File: config.mk
export PLATFORM = sky130hd
export DESIGN_NAME = led_ctrl_flat
export DESIGN_NICKNAME = d
export VERILOG_FILES = /design/src/rtl/led_ctrl_if.sv /design/src/rtl/led_ctrl.sv /design/src/flat_wrapper.sv
export SDC_FILE = /design/constraint.sdc
export NUM_CORES = 1
export LEC_CHECK = 0
export ABC_AREA = 1
export CAP_MARGIN = 5
export CORE_MARGIN = 2
export CORE_UTILIZATION = 48
export DETAILED_ROUTE_END_ITERATION = 12
export PLACE_DENSITY = 0.67
export SETUP_SLACK_MARGIN = 0.4
export SLEW_MARGIN = 5
export SYNTH_ARGS = -nofsm -noshare
export SYNTH_HDL_FRONTEND = slang
export SYNTH_SLANG_ARGS = --single-unit
File: constraint.sdc
create_clock -name clk -period 20.2 [get_ports clk]
set_input_delay 4.04 -clock clk [delete_from_list [all_inputs] [get_ports clk]]
set_output_delay 4.04 -clock clk [all_outputs]
set_load 0.01 [all_outputs]
File: src/rtl/led_ctrl_if.sv
// led_ctrl_if: frame request, colour inputs and serial LED outputs.
// master drives requests and colours; slave is the controller.
interface led_ctrl_if;
  logic        start;
  logic        en;
  logic [31:0] mean_r;
  logic [31:0] mean_g;
  logic [31:0] mean_b;
  logic        cko_o;
  logic [7:0]  sdo;
  logic        lat_o;
  logic        busy_o;
  logic        fifo_empty_o;

  modport master (
    output start, en, mean_r, mean_g, mean_b,
    input  cko_o, sdo, lat_o, busy_o, fifo_empty_o
  );

  modport slave (
    input  start, en, mean_r, mean_g, mean_b,
    output cko_o, sdo, lat_o, busy_o, fifo_empty_o
  );
endinterface

File: src/rtl/led_ctrl.sv
// led_ctrl: 8-lane LED frame controller (snapshot -> FIFO -> shift).
// Optional macro LED_CTRL_PARITY_EN appends an even-parity bit per lane.
module led_ctrl #(
  parameter int CKO_DIV    = 5,
  parameter int FIFO_DEPTH = 8
) (
  input logic     clk,
  input logic     rst,
  led_ctrl_if.slave bus
);

`ifdef LED_CTRL_PARITY_EN
  localparam int LW = 13;
`else
  localparam int LW = 12;
`endif
  localparam int PW = $clog2(FIFO_DEPTH);
  localparam int CW = $clog2(FIFO_DEPTH + 1);
  localparam int DW = $clog2(2 * CKO_DIV + 1);

  localparam logic [1:0] S_IDLE  = 2'd0;
  localparam logic [1:0] S_DRAIN = 2'd1;
  localparam logic [1:0] S_SHIFT = 2'd2;
  localparam logic [1:0] S_LATCH = 2'd3;

  logic [31:0]   r_snap_r;
  logic [31:0]   r_snap_g;
  logic [31:0]   r_snap_b;
  logic          r_wr_active;
  logic [2:0]    r_wr_idx;

  logic [11:0]   r_mem [FIFO_DEPTH];
  logic [PW-1:0] r_wptr;
  logic [PW-1:0] r_rptr;
  logic [CW-1:0] r_count;

  logic [1:0]    r_state;
  logic [3:0]    r_step;
  logic [DW-1:0] r_div;
  logic [7:0][LW-1:0] r_lane;
  logic          r_cko;
  logic [7:0]    r_sdo;
  logic          r_lat;

  logic          w_empty;
  logic          w_en_ok;
  logic          w_start_ok;
  logic          w_rd;
  logic [11:0]   w_word;
  logic [11:0]   w_rd_data;
  logic [LW-1:0] w_ld;
  logic [7:0]    w_msb;
  logic          w_period_end;
  logic          w_half;

  function automatic logic [PW-1:0] inc_ptr(input logic [PW-1:0] p);
    return (p == PW'(FIFO_DEPTH - 1)) ? '0 : p + PW'(1);
  endfunction

  assign w_empty    = (r_count == '0);
  assign w_en_ok    = bus.en && (r_state == S_IDLE) &&
                      (r_count == CW'(8)) && !r_wr_active;
  // An accepted en implies a full FIFO, so start is also masked then.
  assign w_start_ok = bus.start && w_empty && !r_wr_active && !w_en_ok;
  assign w_rd       = (r_state == S_DRAIN) && (r_step != 4'd8);

  assign w_word = {r_snap_r[{r_wr_idx, 2'b00} +: 4],
                   r_snap_g[{r_wr_idx, 2'b00} +: 4],
                   r_snap_b[{r_wr_idx, 2'b00} +: 4]};

  assign w_rd_data = r_mem[r_rptr];
`ifdef LED_CTRL_PARITY_EN
  assign w_ld = {w_rd_data, ^w_rd_data};
`else
  assign w_ld = w_rd_data;
`endif

  assign w_period_end = (r_div == DW'(2 * CKO_DIV - 1));
  assign w_half       = (r_div == DW'(CKO_DIV - 1));

  // Current MSB of every lane: the bit presented at the next boundary.
  always_comb begin
    w_msb = '0;
    for (int i = 0; i < 8; i++) begin
      w_msb[i] = r_lane[i][LW-1];
    end
  end

  // Writer: snapshot colours on start, then push words 0..7.
  always_ff @(posedge clk or posedge rst) begin
    if (rst) begin
      r_snap_r    <= '0;
      r_snap_g    <= '0;
      r_snap_b    <= '0;
      r_wr_active <= 1'b0;
      r_wr_idx    <= '0;
    end else if (w_start_ok) begin
      r_snap_r    <= bus.mean_r;
      r_snap_g    <= bus.mean_g;
      r_snap_b    <= bus.mean_b;
      r_wr_active <= 1'b1;
      r_wr_idx    <= '0;
    end else if (r_wr_active) begin
      r_wr_idx <= r_wr_idx + 3'd1;
      if (r_wr_idx == 3'd7) begin
        r_wr_active <= 1'b0;
      end
    end
  end

  // FIFO storage; contents need no reset, pointers guard validity.
  always_ff @(posedge clk) begin
    if (r_wr_active) begin
      r_mem[r_wptr] <= w_word;
    end
  end

  // FIFO pointers and occupancy count.
  always_ff @(posedge clk or posedge rst) begin
    if (rst) begin
      r_wptr  <= '0;
      r_rptr  <= '0;
      r_count <= '0;
    end else begin
      if (r_wr_active) begin
        r_wptr <= inc_ptr(r_wptr);
      end
      if (w_rd) begin
        r_rptr <= inc_ptr(r_rptr);
      end
      if (r_wr_active && !w_rd) begin
        r_count <= r_count + CW'(1);
      end else if (!r_wr_active && w_rd) begin
        r_count <= r_count - CW'(1);
      end
    end
  end

  // Sender FSM: drain into lanes, shift MSB first, then latch.
  always_ff @(posedge clk or posedge rst) begin
    if (rst) begin
      r_state <= S_IDLE;
      r_step  <= '0;
      r_div   <= '0;
      r_lane  <= '0;
      r_cko   <= 1'b0;
      r_sdo   <= '0;
      r_lat   <= 1'b0;
    end else begin
      unique case (r_state)
        S_IDLE: begin
          if (w_en_ok) begin
            r_state <= S_DRAIN;
            r_step  <= '0;
          end
        end
        S_DRAIN: begin
          if (r_step == 4'd8) begin
            r_state <= S_SHIFT;
            r_step  <= '0;
            r_div   <= '0;
            r_cko   <= 1'b0;
            r_sdo   <= w_msb;
            for (int i = 0; i < 8; i++) begin
              r_lane[i] <= {r_lane[i][LW-2:0], 1'b0};
            end
          end else begin
            r_lane[r_step[2:0]] <= w_ld;
            r_step <= r_step + 4'd1;
          end
        end
        S_SHIFT: begin
          if (w_period_end) begin
            r_div <= '0;
            r_cko <= 1'b0;
            if (r_step == 4'(LW - 1)) begin
              r_state <= S_LATCH;
              r_sdo   <= '0;
              r_lat   <= 1'b1;
            end else begin
              r_step <= r_step + 4'd1;
              r_sdo  <= w_msb;
              for (int i = 0; i < 8; i++) begin
                r_lane[i] <= {r_lane[i][LW-2:0], 1'b0};
              end
            end
          end else begin
            r_div <= r_div + DW'(1);
            if (w_half) begin
              r_cko <= 1'b1;
            end
          end
        end
        S_LATCH: begin
          if (w_period_end) begin
            r_state <= S_IDLE;
            r_div   <= '0;
            r_lat   <= 1'b0;
          end else begin
            r_div <= r_div + DW'(1);
          end
        end
        default: r_state <= S_IDLE;
      endcase
    end
  end

  assign bus.cko_o        = r_cko;
  assign bus.sdo          = r_sdo;
  assign bus.lat_o        = r_lat;
  assign bus.busy_o       = (r_state != S_IDLE);
  assign bus.fifo_empty_o = w_empty;

endmodule

File: src/flat_wrapper.sv
// flat-port wrapper written by rule: the top's interface ports become plain ports
module led_ctrl_flat 
#(
  parameter int CKO_DIV    = 5,
  parameter int FIFO_DEPTH = 8
)
  (clk, rst, bus_start, bus_en, bus_mean_r, bus_mean_g, bus_mean_b, bus_cko_o, bus_sdo, bus_lat_o, bus_busy_o, bus_fifo_empty_o);
  led_ctrl_if bus_i ();
  input logic clk;
  input logic rst;
  input wire logic [$bits(bus_i.start)-1:0] bus_start;
  input wire logic [$bits(bus_i.en)-1:0] bus_en;
  input wire logic [$bits(bus_i.mean_r)-1:0] bus_mean_r;
  input wire logic [$bits(bus_i.mean_g)-1:0] bus_mean_g;
  input wire logic [$bits(bus_i.mean_b)-1:0] bus_mean_b;
  output wire logic [$bits(bus_i.cko_o)-1:0] bus_cko_o;
  output wire logic [$bits(bus_i.sdo)-1:0] bus_sdo;
  output wire logic [$bits(bus_i.lat_o)-1:0] bus_lat_o;
  output wire logic [$bits(bus_i.busy_o)-1:0] bus_busy_o;
  output wire logic [$bits(bus_i.fifo_empty_o)-1:0] bus_fifo_empty_o;
  assign bus_i.start = bus_start;
  assign bus_i.en = bus_en;
  assign bus_i.mean_r = bus_mean_r;
  assign bus_i.mean_g = bus_mean_g;
  assign bus_i.mean_b = bus_mean_b;
  assign bus_cko_o = bus_i.cko_o;
  assign bus_sdo = bus_i.sdo;
  assign bus_lat_o = bus_i.lat_o;
  assign bus_busy_o = bus_i.busy_o;
  assign bus_fifo_empty_o = bus_i.fifo_empty_o;
  led_ctrl #(.CKO_DIV(CKO_DIV), .FIFO_DEPTH(FIFO_DEPTH)) u_core (.clk(clk), .rst(rst), .bus(bus_i));
endmodule
# [Word-level counts from Yosys, hierarchy flattened]
# Memories as Yosys holds them, arrays and structs flattened.
# Index checks and enable logic that the tools add are counted.
[op_classes] muxes=44 n_shift=3 n_lt_le_gt_ge=2 reduce_logical=30 add_sub_neg=7 eq_ne=19
[op_table] cell="$mux 96" count=3
[op_table] cell="$pmux 96 s2" count=1
[op_table] cell="$bwmux 96" count=1
[op_table] cell="$shiftx 32x6->4" count=3
[op_table] cell="$demux 12 s3" count=1
[op_table] cell="$mux 4" count=8
[op_table] cell="$mux 8" count=3
[op_table] cell="$eq 4x4->1 const B" count=4
[op_table] cell="$pmux 8 s2" count=1
[op_table] cell="$add 4x1->4 const B" count=3
[op_table] cell="$mux 12" count=1
[op_table] cell="$mux 3" count=4
[op_table] cell="$pmux 4 s3" count=1
[op_table] cell="$reduce_bool 2->1" count=6
[op_table] cell="$mux 1" count=11
[op_table] cell="$logic_and 1x1->1" count=10
[op_table] cell="$mux 2" count=5
[op_table] cell="$add 3x1->3 const B" count=3
[op_table] cell="$eq 3x3->1 const B" count=3
[op_table] cell="$reduce_and 3->1" count=3
[op_table] cell="$ne 2x1->1 const B" count=4
[op_table] cell="$pmux 2 s4" count=1
[op_table] cell="$pmux 4 s2" count=1
[op_table] cell="$reduce_and 4->1" count=2
[op_table] cell="17 further kinds" count=22
[word_totals] reg_bits=226 wordCells=128 out_inout_bits=12 n_memories=1 mem_bits_rw=96
[mem_list] memory="u_core.r_mem" depth=8 width=12 read_ports=1 rd_clocked_by_memory_dff=0 write_ports=1 line="led_ctrl.sv:32" rtl="logic [11:0] r_mem [FIFO_DEPTH];"

# [Depth between registers and ports, before layout]
# Gate-level depths: netlist of the first run.
[logic_depth] ltp_word=7 ltp_mapped=14

# [Worst setup path after synthesis of the first run]
# No wires, ideal clock.
[synth_path] kind="in2reg" startpoint="in bus_start" endpoint="reg u_core.r_snap_b[0]" required_time_ns=20.075 n_path_buf=2 arrival_ns=4.835 cell_stages=4 path_slack_ns=15.240 cell_sequence="nand4_1 buf_2 buf_2 mux2_2"
[synth_via] elab_chain_len=3
[synth_rtl] element="start, declared" line="flat_wrapper.sv:11" rtl="input wire logic [$bits(bus_i.start)-1:0] bus_start;"
[synth_rtl] element="$logic_and 1x1->1 (3 in series)" line="led_ctrl.sv:64" rtl="assign w_start_ok = bus.start && w_empty && !r_wr_active && !w_en_ok;"
[synth_rtl] element="end signal, assigned" line="led_ctrl.sv:100" rtl="r_snap_b <= bus.mean_b;"
[synth_rtl] element="end, declared" line="led_ctrl.sv:28" rtl="logic [31:0] r_snap_b;"
# No other way between the ends.
# A chain may end at the register's enable or synchronous reset.

# [Worst setup path in the final report of the first run]
[layout_path] startpoint="in bus_start" endpoint="reg u_core.r_snap_g[10]"
[layout_via] elab_chain_len=3
[layout_rtl] element="$logic_and 1x1->1 (3 in series)" line="led_ctrl.sv:64"
[layout_rtl] element="end signal, assigned" line="led_ctrl.sv:99" rtl="r_snap_g <= bus.mean_g;"
[layout_rtl] element="end, declared" line="led_ctrl.sv:27" rtl="logic [31:0] r_snap_g;"
# No other way between the ends.

==> results.py, run 1 <==
metrics = {
    "die": {
        "rows": 65,
        "start_util": 0.489,
        "io_pins": 112,
        "die_w_um": 183,
        "die_area_mm2": 0.0337,
        "core-area_mm2": 0.0316,
        "fp.dieH_um": 183,
    },
    "cells_and_area": {
        "area_growth_pct": 15.8,
        "nNetsFinal": 1953,
        "layoutNonFillerInstCount": 2262,
        "drive_above_1_share": 0.0903,
        "nFillCells": 2776,
        "diodes": 0,
        "seqCellArea_mm2": 0.00854,
        "multiInputGateArea_mm2": 0.00566,
        "final_area_mm2": 0.0179,
    },
    "power_and_ir_drop": {
        "p_per_area_mw_per_mm2": 73.8,
        "peakVddDrop_mv": 0.0456,
        "p_clk_frac": 0.472,
        "intPower_mw": 1.05,
        "p_comb_frac": 0.023,
        "seqPwrFrac": 0.506,
        "switchingPower_mw": 0.276,
        "p_leak_nw": 8.38,
        "p_sw_frac": 0.209,
    },
    "hold_path": {
        "min_path_type": "reg2reg",
        "holdPathStages": 2,
    },
    "clock_network": {
        "clkSinkCount": 322,
        "cts.repair.resized": 0,
        "clockBufferDepth": 3,
        "cts_hold_buffers": 0,
        "cts_root_buf": "clkbuf_16",
        "cts_tree": "built",
        "h-tree-depth": 2,
        "path_clk_slew_ns": 0.06,
        "numCtsBuffers": 36,
        "clock_latency_ns": 0.53,
        "post_cts_buffers": 0,
    },
    "status": {
        "status": "complete, no violations",
    },
    "yosys": {
        "syn_nets": 1873,
        "synthTopCellsByCount": "nor2_1, dfrtp_1, nand2_1",
        "syn_area_mm2": 0.0155,
        "synth_seq_cells": 322,
        "async_flop_share": 0.702,
        "ys_seq_area_frac": 0.552,
        "synth_cells": 1753,
        "synth_top_area_cell": "dfrtp_1",
        "yosys_most_used_dff": "dfrtp_1",
        "yosysMostFrequentCell": "nor2_1",
        "yosysTopAreaCellShare": 0.366,
        "synth_area_leaders": "dfrtp_1, edfxtp_1, nor2_1, mux2_2, nand3_1",
        "synth-edff-count": 96,
        "avgSynthCellArea_um2": 8.82,
        "yosysWarnings": 0,
        "synth_cell_types": 37,
    },
    "sta": {
        "finalCritPeriodShare": 0.310,
        "max_freq_mhz": 160,
        "hold-worst-slack_ns": 0.478,
        "slew_headroom": 0.255,
        "finalSetupViolations": 0,
        "period_needed_ns": 6.26,
        "slew_viol_final": 0,
        "rsz0062_at_grt": "no",
        "finClkSkew_ns": 0.0167,
        "worst_slew_pin_slew_ns": 1.12,
        "setup_tns_ns": 0,
        "finalHoldViolations": 0,
    },
    "drt": {
        "drtIter0Drc": 1067,
        "drt_wl_total_um": 37600,
        "drc": 0,
        "ant_nets": 0,
        "num_vias": 12100,
        "vias_per_cell": 5.34,
        "wl_per_cell_um": 16.6,
        "first_pass_iters": 6,
    },
    "critical_path": {
        "critPathLaunchType": "primary input",
        "worstPathMaxFanout": 99,
        "critPathKind": "in2reg",
        "crit_arrival_ns": 6.68,
        "worstPathRequired_ns": 20.61,
        "end_kind": "register",
        "reg2reg_depth": 4,
    },
    "placed_design": {
        "io_buffers": 111,
        "placed_area_mm2": 0.0168,
        "dp.cells": 2197,
        "place_congestion": 0.778,
        "dp_hpwl_um": 23500,
    },
    "grt": {
        "grt_pass1_wl_um": 60600,
        "grt_pass1_vias": 11500,
        "grt_max_degree": 100,
        "grt_overflow_total": 0,
        "grt_usage": 0.227,
        "grt_antenna_before_repair": 0,
    },
    "job": {
        "drv_cap": 0,
    },
}
## path summary, 6_finish.rpt
kind | start | endpoint | slack, ns
min in group asynchronous | rst | u_core.r_snap_r[8]$_DFFE_PP0P_ | 3.99
worst max-delay path | bus_start | u_core.r_snap_g[10]$_DFFE_PP0P_ | 13.94
worst max register to register | u_core.r_wr_active$_DFF_PP0_ | u_core.r_snap_g[10]$_DFFE_PP0P_ | 17.08
max in group asynchronous | rst | u_core.r_lane[32]$_DFFE_PP0P_ | 14.00
worst min register to register | u_core.r_lane[24]$_DFFE_PP0P_ | u_core.r_lane[24]$_DFFE_PP0P_ | 0.48
worst min-delay path | u_core.r_lane[24]$_DFFE_PP0P_ | u_core.r_lane[24]$_DFFE_PP0P_ | 0.48
## metal layers
metal  wire, µm  vias up  global-route usage
met5          0        -                   0
met4        662        0              0.0499
met3       2240       53              0.0291
met2      18300      366               0.387
met1      16400     5862               0.313
li1           -     5808                   -
## critical path, stage by stage
cell and delay [ns]:
clkdlybuf4s50_1 0.47, nand4_1 0.85, buf_4 0.78, mux2_2 0.44
## through the flow
| stage | total power, mW | util | setup WS [ns] |
|---|---|---|---|
| final | 1.32 | 0.566 | 13.94 |
| after global routing | 1.36 | 0.566 | 13.60 |
| after CTS | 1.33 | 0.566 | 13.85 |
| after detailed placement | 0.712 | 0.531 | 13.30 |
| after global placement | 0.712 | 0.531 | 13.32 |
| after floorplan | 0.688 | - | 9.97 |
## cells by family after synthesis
family          share of synthesized area
fa+ha+maj                          0.0167
compound gates                     0.0773
buf+inv                            0.0820
xor+xnor                          0.00340
mux                                0.0579
flops                               0.552
simple gates                        0.211
## power by group through the flow
stage / clock [mW] / sequential (mW) / combinational (mW)
finish: 0.623 / 0.669 / 0.0298
global route: 0.659 / 0.668 / 0.0329
CTS: 0.633 / 0.668 / 0.0307
detailed placement: 0 / 0.681 / 0.0306
global placement: 0 / 0.681 / 0.0308
floorplan: 0 / 0.681 / 0.00673
## sequential cells by signal, summed over array words and instances, names as in the netlist
register,flops
u_core.r_count,4
u_core.bus.cko_o,1
u_core.r_snap_b,32
u_core.bus.sdo,8
u_core.r_state,2
u_core.r_mem,96
u_core.r_step,4
u_core.r_snap_g,32
u_core.r_wr_idx,3
u_core.r_snap_r,32
u_core.bus.lat_o,1
u_core.r_lane,96
u_core.r_div,4
u_core.r_wr_active,1
u_core.r_rptr,3
u_core.r_wptr,3
## layout by cell type, fill, tap and decap left out, types with 2 or more instances in the layout
master	instances
nor2_1	352
dfrtp_1	225
nand2_1	224
inv_1	217
nand3_1	170
a21oi_1	130
clkdlybuf4s50_1	111
o21ai_0	98
edfxtp_1	96
mux2_2	76
clkbuf_16	36
ha_1	19
buf_4	16
nor3_1	11
clkbuf_1	10
clkinv_2	7
nor2_2	6
clkinv_1	5
o22ai_1	5
nand4_1	4
inv_2	4
xnor2_1	4
mux2i_1	4
clkbuf_8	4
nor3_2	3
or2_2	2
nand3_2	2
xor2_1	2
nor2_4	2
## final cells by class
cell class / count / area share
clock buffers: 50 / 0.0555
well taps: 402 / 0.0281
flip-flops and latches: 322 / 0.477
multi-input cells: 1122 / 0.316
inverters: 224 / 0.0475
repair buffers: 127 / 0.0688
clock inverters: 15 / 0.00699
Note: power is estimated with default switching activity, not from simulation.
==> run 2: changes to the inputs <==
--- a/config.mk
+++ b/config.mk
@@ -10,7 +10,7 @@
 export CORE_MARGIN = 2
 export CORE_UTILIZATION = 48
 export DETAILED_ROUTE_END_ITERATION = 12
-export PLACE_DENSITY = 0.67
+export PLACE_DENSITY = 0.7
 export SETUP_SLACK_MARGIN = 0.4
 export SLEW_MARGIN = 5
 export SYNTH_ARGS = -nofsm -noshare
==> constraint.sdc (replaced) <==
create_clock -name clk -period 5.1 [get_ports clk]
set_input_delay 1.02 -clock clk [delete_from_list [all_inputs] [get_ports clk]]
set_output_delay 1.02 -clock clk [all_outputs]
set_load 0.01 [all_outputs]
==> run 2 against run 1 <==
Compared with the run above: utilization up 0.39 points; wire length fell by 0.35%; clock power grew to 4.3 times the previous value; critical endpoint is now u_core.r_mem[0][10]$_DFFE_PP_; via count shrank 0.36%; non-clock buffer count did not move; sequential power increased to 4.0 times the previous value; die area stayed put.
==> results.py, run 2 (synthesized netlist as in run 1, its figures left out) <==
metrics = {
    "status": {
        "status": "complete, no violations",
    },
    "sta": {
        "slew_headroom": 0.314,
        "finalCritPeriodShare": 0.567,
        "finalHoldViolations": 0,
        "max_freq_mhz": 346,
        "rsz0062_at_grt": "no",
        "hold-worst-slack_ns": 0.483,
        "finClkSkew_ns": 0.0227,
        "worst_slew_pin_slew_ns": 1.03,
        "setup_tns_ns": 0,
        "finalSetupViolations": 0,
        "period_needed_ns": 2.89,
        "slew_viol_final": 0,
    },
    "clock_network": {
        "path_clk_slew_ns": 0.06,
        "post_cts_buffers": 0,
        "cts_hold_buffers": 0,
        "clock_latency_ns": 0.53,
        "cts_tree": "built",
        "clockBufferDepth": 3,
        "cts_root_buf": "clkbuf_16",
        "cts.repair.resized": 0,
        "h-tree-depth": 2,
        "numCtsBuffers": 35,
        "clkSinkCount": 322,
    },
    "power_and_ir_drop": {
        "p_leak_nw": 8.44,
        "switchingPower_mw": 1.09,
        "p_clk_frac": 0.489,
        "p_comb_frac": 0.022,
        "p_sw_frac": 0.202,
        "p_per_area_mw_per_mm2": 300,
        "intPower_mw": 4.32,
        "seqPwrFrac": 0.489,
        "peakVddDrop_mv": 0.242,
    },
    "cells_and_area": {
        "drive_above_1_share": 0.0936,
        "layout_commonest_cell": "nor2_1",
        "nFillCells": 2700,
        "layoutNonFillerInstCount": 2261,
        "final_cell_mix": "nor2_1, dfrtp_1, nand2_1",
        "nNetsFinal": 1952,
        "area_growth_pct": 16.6,
        "diodes": 0,
        "reg_top3": "u_core.r_lane x96, u_core.r_mem x96",
    },
    "drt": {
        "drtIter0Drc": 899,
        "vias_per_cell": 5.33,
        "drt_wl_total_um": 37500,
        "num_vias": 12000,
        "first_pass_iters": 5,
        "drc": 0,
        "wl_per_cell_um": 16.6,
        "ant_nets": 0,
    },
    "placed_design": {
        "io_buffers": 111,
        "dp_hpwl_um": 23700,
        "place_congestion": 0.794,
        "dp.cells": 2197,
    },
    "grt": {
        "grt_max_degree": 102,
        "grt_pass1_vias": 11800,
        "grt_pass1_wl_um": 61200,
        "grt_overflow_total": 0,
        "grt_usage": 0.228,
        "grt_antenna_before_repair": 0,
    },
    "hold_path": {
        "min_path_type": "reg2reg",
        "hold_start": "u_core.r_lane[84]$_DFFE_PP0P_",
        "holdPathStages": 2,
        "worst_hold_path.endpoint": "u_core.r_lane[84]$_DFFE_PP0P_",
    },
    "critical_path": {
        "reg2reg_depth": 6,
        "critical_path.most_common_cell": "nand2_1",
        "critPathLaunchType": "register",
        "reg2reg_from": "u_core.r_wr_idx[0]$_DFFE_PP0P_",
        "path_cells": "buf_4, clkinv_1, nor2_1, o21ai_0, nand2_1, nand2_1",
        "end_kind": "register",
        "reg2reg_setup_slack_ns": 2.21,
        "worstPathRequired_ns": 5.31,
        "critPathSlowestCell": "clkinv_1",
        "cp_slowest_stage_delay_ns": 0.90,
        "worstPathMaxFanout": 70,
        "crit_arrival_ns": 3.10,
        "critPathKind": "reg2reg",
        "r2r-end": "u_core.r_mem[0][10]$_DFFE_PP_",
    },
    "job": {
        "drv_cap": 0,
    },
    "die": {
        "start_util": 0.489,
        "rows": 65,
        "fp.dieH_um": 183,
        "die_area_mm2": 0.0337,
        "die_w_um": 183,
        "io_pins": 112,
        "core-area_mm2": 0.0316,
    },
}
[run 2: how the worst max path moves through the flow]
stage / start / endpoint / slack, ns / cells past startpoint
after floorplan: rst / u_core.bus.cko_o$_DFFE_PP0P_ / 1.13 / 1
after global placement: bus_start / u_core.r_snap_b[9]$_DFFE_PP0P_ / 1.79 / 4
after detailed placement: bus_start / u_core.r_snap_b[11]$_DFFE_PP0P_ / 1.71 / 4
after CTS: u_core.r_wr_idx[0]$_DFFE_PP0P_ / u_core.r_mem[0][10]$_DFFE_PP_ / 2.15 / 6
after global routing: u_core.r_wr_idx[0]$_DFFE_PP0P_ / u_core.r_mem[1][6]$_DFFE_PP_ / 1.94 / 6
final: u_core.r_wr_idx[0]$_DFFE_PP0P_ / u_core.r_mem[0][10]$_DFFE_PP_ / 2.21 / 6
[run 2: area by class of cell]
type / instances / area, µm² / share of cell area
clock buffer: 51 / 1020 / 0.0568
clock inverter: 13 / 183 / 0.0101
inverter: 224 / 848 / 0.0471
multi-input combinational: 1122 / 5660 / 0.314
sequential: 322 / 8540 / 0.474
tap: 402 / 503 / 0.0279
timing repair buffer: 127 / 1270 / 0.0704
[run 2: metal layers]
| layer | global-route usage | up-vias | routed length [µm] |
|---|---|---|---|
| met5 | 0 | - | 0 |
| met4 | 0.0848 | 0 | 1190 |
| met3 | 0.0317 | 84 | 2210 |
| met2 | 0.381 | 403 | 18100 |
| met1 | 0.305 | 5752 | 16000 |
| li1 | - | 5806 | - |
[run 2: power by group through the flow]
stage,Combinational [mW],Sequential [mW],Clock (mW)
5_1_grt,0.133,2.65,2.79
3_3_place_gp,0.124,2.70,0
4_1_cts,0.124,2.65,2.69
3_5_place_dp,0.124,2.70,0
2_1_floorplan,0.0269,2.70,0
6_report,0.121,2.65,2.65
[run 2: worst max-delay path: cells and delay by family, from the launching register on]
family	cells	cell delay, ns
simple gates	3	0.58
flops	1	0.34
compound gates	1	0.20
buf+inv	2	1.40
[run 2: through the flow]
stage / utilization / setup WS, ns / total power, mW / instance area [µm²]
global route: 0.570 / 1.94 / 5.57 / 18000
global placement: 0.532 / 1.79 / 2.82 / 16800
CTS: 0.570 / 2.15 / 5.46 / 18000
detailed placement: 0.532 / 1.71 / 2.82 / 16800
floorplan: - / 1.13 / 2.72 / 15500
finish: 0.570 / 2.21 / 5.42 / 18000
